$ cat src/rtl/t5_hart_sched_if.sv
// Fetch-side bus between the barrel scheduler and the fetch stage / instruction bus.
// master = scheduler, slave = fetch stage plus bus (returns iack).
interface t5_hart_sched_if;
    logic       iack;
    logic       sena;
    logic [1:0] fhart;
    logic       fvld;
    logic       istb;
    logic       ierr;

    modport master (
        input  iack,
        output sena,
        output fhart,
        output fvld,
        output istb,
        output ierr
    );

    modport slave (
        output iack,
        input  sena,
        input  fhart,
        input  fvld,
        input  istb,
        input  ierr
    );
endinterface

$ cat src/rtl/t5_hart_sched.sv
// Barrel-thread scheduler for a 4-hart fetch stage: Johnson-coded slot rotation,
// per-hart HALT/RUN/SLEEP tracking, strobe gating and a fetch watchdog.
module t5_hart_sched #(
    parameter logic [3:0]  BOOTMASK = 4'b0001,
    parameter int unsigned TOUT     = 15
) (
    input  logic            sclk,
    input  logic            srst,
    input  logic [3:0]      hstart,
    input  logic [3:0]      hstop,
    input  logic [3:0]      hwake,
    input  logic            xwfi,
    input  logic [1:0]      xhart,
    output logic [3:0]      hrun,
    output logic [3:0]      hslp,
    t5_hart_sched_if.master fbus
);

    typedef enum logic [1:0] {
        ST_HALT  = 2'd0,
        ST_RUN   = 2'd1,
        ST_SLEEP = 2'd2,
        ST_BAD   = 2'd3
    } hstate_t;

    localparam logic [7:0] TOUT_C = 8'(TOUT);

    hstate_t    st_reg  [4];
    hstate_t    st_next [4];
    logic [1:0] fhart_reg;
    logic [7:0] count_reg;
    logic [1:0] cur_idx;
    logic [1:0] xidx;
    logic       stb;
    logic       wdexp;
    logic       ena;
    logic       abort;

    // Johnson slot code 00,01,11,10 maps to hart 0,1,2,3.
    function automatic logic [1:0] slot_idx(input logic [1:0] code);
        return {code[1], code[1] ^ code[0]};
    endfunction

    // State checks make wfi/wake/start mutually exclusive; stop dominates all.
    function automatic hstate_t hart_next(input hstate_t cur, input logic stop,
                                          input logic wfi, input logic wake,
                                          input logic start);
        hstate_t nxt;
        nxt = cur;
        if (stop) begin
            nxt = ST_HALT;
        end else begin
            case (cur)
                ST_RUN:   if (wfi)   nxt = ST_SLEEP;
                ST_SLEEP: if (wake)  nxt = ST_RUN;
                ST_HALT:  if (start) nxt = ST_RUN;
                default:             nxt = ST_HALT;
            endcase
        end
        return nxt;
    endfunction

    assign cur_idx = slot_idx(fhart_reg);
    assign xidx    = slot_idx(xhart);
    assign stb     = (st_reg[cur_idx] == ST_RUN);
    assign wdexp   = (count_reg == TOUT_C);
    assign ena     = ~stb | fbus.iack | wdexp;
    // A late iack in the expiry cycle still completes the fetch, so no abort.
    assign abort   = stb & ~fbus.iack & wdexp;

    assign fbus.fhart = fhart_reg;
    assign fbus.fvld  = stb;
    assign fbus.istb  = stb;
    assign fbus.sena  = ena;
    assign fbus.ierr  = abort & ~srst;

    generate
        for (genvar gi = 0; gi < 4; gi++) begin : g_hart
            assign st_next[gi] = hart_next(st_reg[gi],
                                           hstop[gi] | (abort & (cur_idx == 2'(gi))),
                                           xwfi & (xidx == 2'(gi)),
                                           hwake[gi],
                                           hstart[gi]);
            assign hrun[gi] = (st_reg[gi] == ST_RUN);
            assign hslp[gi] = (st_reg[gi] == ST_SLEEP);
        end
    endgenerate

    always_ff @(posedge sclk) begin
        if (srst) begin
            fhart_reg <= 2'b00;
            count_reg <= 8'd0;
            for (int i = 0; i < 4; i++) begin
                st_reg[i] <= BOOTMASK[i] ? ST_RUN : ST_HALT;
            end
        end else begin
            if (ena) begin
                fhart_reg <= {fhart_reg[0], ~fhart_reg[1]};
                count_reg <= 8'd0;
            end else if (count_reg != TOUT_C) begin
                count_reg <= count_reg + 8'd1;
            end
            for (int i = 0; i < 4; i++) begin
                st_reg[i] <= st_next[i];
            end
        end
    end

endmodule

$ cat src/flat_wrapper.sv
// flat-port wrapper written by rule: the top's interface ports become plain ports
module t5_hart_sched_flat 
#(
    parameter logic [3:0]  BOOTMASK = 4'b0001,
    parameter int unsigned TOUT     = 15
)
  (sclk, srst, hstart, hstop, hwake, xwfi, xhart, hrun, hslp, fbus_iack, fbus_sena, fbus_fhart, fbus_fvld, fbus_istb, fbus_ierr);
  t5_hart_sched_if fbus_i ();
  input  logic sclk;
  input  logic srst;
  input  logic [3:0] hstart;
  input  logic [3:0] hstop;
  input  logic [3:0] hwake;
  input  logic xwfi;
  input  logic [1:0] xhart;
  output logic [3:0] hrun;
  output logic [3:0] hslp;
  input wire logic [$bits(fbus_i.iack)-1:0] fbus_iack;
  output wire logic [$bits(fbus_i.sena)-1:0] fbus_sena;
  output wire logic [$bits(fbus_i.fhart)-1:0] fbus_fhart;
  output wire logic [$bits(fbus_i.fvld)-1:0] fbus_fvld;
  output wire logic [$bits(fbus_i.istb)-1:0] fbus_istb;
  output wire logic [$bits(fbus_i.ierr)-1:0] fbus_ierr;
  assign fbus_i.iack = fbus_iack;
  assign fbus_sena = fbus_i.sena;
  assign fbus_fhart = fbus_i.fhart;
  assign fbus_fvld = fbus_i.fvld;
  assign fbus_istb = fbus_i.istb;
  assign fbus_ierr = fbus_i.ierr;
  t5_hart_sched #(.BOOTMASK(BOOTMASK), .TOUT(TOUT)) u_core (.sclk(sclk), .srst(srst), .hstart(hstart), .hstop(hstop), .hwake(hwake), .xwfi(xwfi), .xhart(xhart), .hrun(hrun), .hslp(hslp), .fbus(fbus_i));
endmodule
$ cat config.mk
export PLATFORM = sky130hd
export DESIGN_NAME = t5_hart_sched_flat
export DESIGN_NICKNAME = d
export VERILOG_FILES = /design/src/rtl/t5_hart_sched_if.sv /design/src/rtl/t5_hart_sched.sv /design/src/flat_wrapper.sv
export SDC_FILE = /design/constraint.sdc
export NUM_CORES = 1
export LEC_CHECK = 0
export ABC_AREA = 1
export BUFFER_PORTS_ARGS = -buffer_cell sky130_fd_sc_hd__buf_2
export CORE_ASPECT_RATIO = 0.9
export CORE_MARGIN = 10
export CORE_UTILIZATION = 30
export CTS_BUF_LIST = sky130_fd_sc_hd__clkbuf_16
export CTS_CLUSTER_DIAMETER = 60
export DETAILED_ROUTE_END_ITERATION = 7
export GPL_TIMING_DRIVEN = 1
export PLACE_DENSITY = 0.51
export SLEW_MARGIN = 0
export SYNTH_ARGS = -nofsm -noshare
export SYNTH_HDL_FRONTEND = slang
export SYNTH_SLANG_ARGS = --single-unit
$ cat constraint.sdc
create_clock -name sclk -period 1.8 [get_ports sclk]
set_clock_uncertainty 0.2 [all_clocks]
set_input_delay 0.27 -clock sclk [delete_from_list [all_inputs] [get_ports sclk]]
set_output_delay 0.27 -clock sclk [all_outputs]
set_load 0.005 [all_outputs]
**After elaboration in Yosys (flattened, before gate mapping)**

Memory sizes are Yosys's and may differ from the RTL's.
Index checks and enable logic that the tools add are counted.

- Bits in writable memories: 8
- Output and inout bits: 14
- Bits of input ports: 18
- Register bits after elaboration: 10
- Word-level logic and storage cells: 82
- Memories: 1

Memory list:

| name | depth | bits a word | rd ports | clocked after memory_dff | write ports | line | text |
|---|---|---|---|---|---|---|---|
| u_core.st_reg | 4 | 2 | 5 | 0 | 4 | t5_hart_sched.sv:28 | `hstate_t st_reg [4];` |

- Eq/ne operators: 17
- Multiplexer cells: 27
- Reduce and logical (&&, ||, !) cells: 7
- Add/subtract/negate cells: 1
- Bitwise gates (word level): 27

Operator list:

| operator | count |
|---|---|
| $mux 2 | 20 |
| $pmux 2 s3 | 4 |
| $eq 2x2->1 const B | 8 |
| $eq 2x1->1 const B | 7 |
| $logic_not 2->1 | 6 |
| $and 1x1->1 | 11 |
| $or 1x1->1 | 10 |
| $add 8x1->8 const B | 1 |
| $eq 8x4->1 const B | 1 |
| $ne 8x4->1 const B | 1 |
| $not 1->1 | 4 |
| $mux 1 | 3 |
| $reduce_or 2->1 | 1 |
| $xor 1x1->1 | 2 |

**Longest topological paths before layout**

An unclocked memory read counts as a cell.

- Depth after elaboration: 9
- Gate-level depth with buffers: 10

**Least setup slack after synthesis**

Ideal clock, no wire load.

- Path kind: register to output
- From: register u_core.fhart_reg[1], in the netlist u_core.fbus.fhart[1]
- To: output port fbus_ierr
- Path buffers: 0
- Setup slack: -0.090 ns
- Arrival time: 1.420 ns
- Cell stages (with the launch flop): 9
- Cells stage by stage: dfxtp_1 -> inv_1 -> ha_1 -> inv_1 -> nand2_1 -> nand3_2 -> nand2_4 -> nand2_4 -> nor3b_1

- Word-level cells in the longest chain between the ends: 6

Ends and longest elaborated chain:

| item | line | text |
|---|---|---|
| start: declaration | t5_hart_sched.sv:30 | `logic [1:0] fhart_reg;` |
| start signal: assignment | t5_hart_sched.sv:98 | `fhart_reg <= {fhart_reg[0], ~fhart_reg[1]};` |
| $xor 1x1->1 | t5_hart_sched.sv:41 | `return {code[1], code[1] ^ code[0]};` |
| $mem_v2 4x2 * | n/a |  |
| $eq 2x1->1 * | t5_hart_sched.sv:65 | `assign stb = (st_reg[cur_idx] == ST_RUN);` |
| net fbus_fvld | flat_wrapper.sv:21 | `output wire logic [$bits(fbus_i.fvld)-1:0] fbus_fvld;` |
| $and 1x1->1 * (2 in series) | t5_hart_sched.sv:69 | `assign abort = stb & ~fbus.iack & wdexp;` |
| $and 1x1->1 * | t5_hart_sched.sv:75 | `assign fbus.ierr = abort & ~srst;` |
| end: declaration | flat_wrapper.sv:23 | `output wire logic [$bits(fbus_i.ierr)-1:0] fbus_ierr;` |

The timed path passes the listed nets; every way through them passes the cells marked *.

**Worst setup path in the final report**

- From: register u_core.count_reg[1]
- To: output port fbus_ierr

- Word-level cells in the longest chain between the ends: 3

Ends and longest elaborated chain:

| item | line | text |
|---|---|---|
| start: declaration | t5_hart_sched.sv:31 | `logic [7:0] count_reg;` |
| start signal: assignment | t5_hart_sched.sv:101 | `count_reg <= count_reg + 8'd1;` |
| $eq 8x4->1 | t5_hart_sched.sv:66 | `assign wdexp = (count_reg == TOUT_C);` |
| $and 1x1->1 | t5_hart_sched.sv:69 |  |
| $and 1x1->1 | t5_hart_sched.sv:75 |  |

No other way between the ends.

==> out/results.tsv <==
metric	value	unit
status	complete, but fails checks	
failed_checks	negative setup slack	
cts.path.max_buffers	2	
syn_nets	175	
worst_slack	-0.174	ns
grt_pass1_vias	1056	
ys_types	25	
slew_headroom	75.9	%
die_x	83.5	um
path_max_fanout	3	
cts_tree	built	
wl_per_cell	11.8	um
grt_overflow_total	0	
whs	0.0796	ns
critPathKind	reg -> out	
async_flop_share	0	%
htree_levels	1	
ios	32	
finalHoldViolations	0	
ys_seq_elements	18	
wl	2790	um
fin_tns_setup	-0.474	ns
synth_common_cells	nor2_1 (32), inv_1 (31), nand2_1 (21)	
grt_usage	8.62	%
synth.cell_area	1090	um^2
synth_edf_count	0	
clock_latency	0.24	ns
combinationalPowerShare	41.4	%
layout.nets	218	
min_path_type	in -> reg	
maxCapViolations	0	
final_layout_size_suffix_gt1_share	32.6	%
synthCells	152	
switching_share	32.7	%
first_pass_iters	4	
synth.area.top_cells	dfxtp_1 (33%), nor2_1 (11%), inv_1 (11%), nand2_1 (7.2%), ha_1 (5.7%)	
routabilityCongestion	0.764	
clockPowerShare	28.6	%
diodes	0	
core	3430	um^2
cp.arrival	1.50	ns
clock_tree.root_cell	clkbuf_16	
synth_top_area_share	33.1	%
tightest_slew	0.359	ns
worstPathRequired	1.33	ns
start_kind	flop	
p_switching	0.490	mW
period_needed	1.97	ns
drv_slew	0	
drt_iter0_drc	15	
ctsHoldBuffers	0	
synth_area_per_cell	7.17	um^2
dp.final_hpwl	2360	um
antenna_found_initial	0	
seqPwrFrac	30.0	%
grt_pass1_wl	4660	um
ys_warn_count	0	
hold_start	hstop[0]	
period_share	110	%
fmax	0.507	GHz
placementRows	20	
synth-main-ff-cell	dfxtp_1	
power_density	1030	nW/um^2
clock-sinks	18	
grt_setup_unrepaired	yes	
synth-seq-area-share	33.1	%
rr_startpoint	u_core.count_reg[1]	
die_area	6450	um^2
cp-startpoint	u_core.count_reg[1]	
placedCellCount	233	
vias_per_cell	4.38	
peakVddDrop	0.000539	V
finalSetupViolCount	4	
route.detailed.drc	0	
power_leakage	0.744	nW
port_buffers	31	
cts.reportedPaths.clkPinSlew	0.05	ns
yosys.area.top_type	dfxtp_1	
p_int	1.01	mW
die_h	77.2	um
area_delta_synth_final	34.1	%
grt_max_degree	10	
synth.most_common_cell	nor2_1	
vias	1037	
cp-end-kind	output pin	
fin_cells	237	
start_util	31.8	%
antenna_left	0	
cts_buffers	3	
cells in the final DEF (no fill, tap or decap), types with 3 or more instances in the layout:
cell       netlist  layout
a21oi_1          4       4
buf_2            0      30
buf_4            1       8
clkbuf_16        0       3
dfxtp_1         18      16
ha_1             5       4
inv_1           31      27
inv_2            0       3
nand2_1         21      19
nand2_2          1       3
nand2_4          3       3
nand3_1          4       4
nand4_1          6       6
nor2_1          32      32
o31ai_1          4       4
xnor2_1          3       3
xor2_1           3       3
cells by family after synthesis:
family / after synthesis / share of synthesized area [%]
buffers and inverters: 32 / 11.4
muxes: 1 / 0.919
adders and majority gates: 5 / 5.74
DFF: 18 / 33.1
xor gates and xnor gates: 6 / 4.82
AOI/OAI and AO/OA: 12 / 7.12
and+or+nand+nor: 78 / 37.0
worst max-delay path: stages (launching register included):
cell and delay [ns]:
dfxtp_1 0.35, ha_1 0.26, nand3_4 0.13, nor3_4 0.21
nor3b_2 0.18, buf_2 0.13
layer usage:
layer / GRT usage [%] / vias up / part of all wire (%)
met5: 0 / - / 0
met4: 3.01 / 0 / 0.97
met3: 2.53 / 4 / 4.8
met2: 13.8 / 27 / 45
met1: 10.7 / 450 / 49
li1: - / 556 / -
worst paths after layout:
path                              end  slack (ns)  cells past startpoint
setup / recovery            fbus_ierr       -0.17                      5
hold / removal    u_core.st_reg[0][1]        0.08                      4
setup reg to reg  u_core.st_reg[0][0]        0.13                      7
hold reg to reg   u_core.count_reg[0]        0.24                      1
power groups by stage:
stage               sequential (mW)  combinational [mW]  clock (mW)
global placement              0.455               0.537           0
CTS                           0.449               0.587       0.441
finish                        0.450               0.621       0.429
global route                  0.453               0.696       0.456
detailed placement            0.455               0.553           0
floorplan                     0.467               0.316           0
layout make-up:
class,instances,area [um^2]
Clock buffer,3,75.1
Multi-Input combinational cell,102,628
Tap cell,44,55.1
Fill cell,368,1970
Timing Repair Buffer,39,221
Inverter,31,119
Sequential cell,18,363
metrics by stage:
stage               power, mW  area, um^2  utilization [%]  setup slack [ns]
finish                   1.50        1460             42.6            -0.174
global route             1.61        1460             42.6            -0.283
CTS                      1.48        1440             42.1            -0.199
detailed placement       1.01        1350             39.5            0.0254
global placement        0.991        1350             39.5            0.0605
floorplan               0.783        1100                -           0.00422
timing repair:
action / in CTS / in global routing
resized for setup: 5 / 4
endpoints found under the setup margin: 4 / 4
buffers inserted: 0 / 1
pin swaps: 3 / 3
Power figures use the tool's default switching activity.
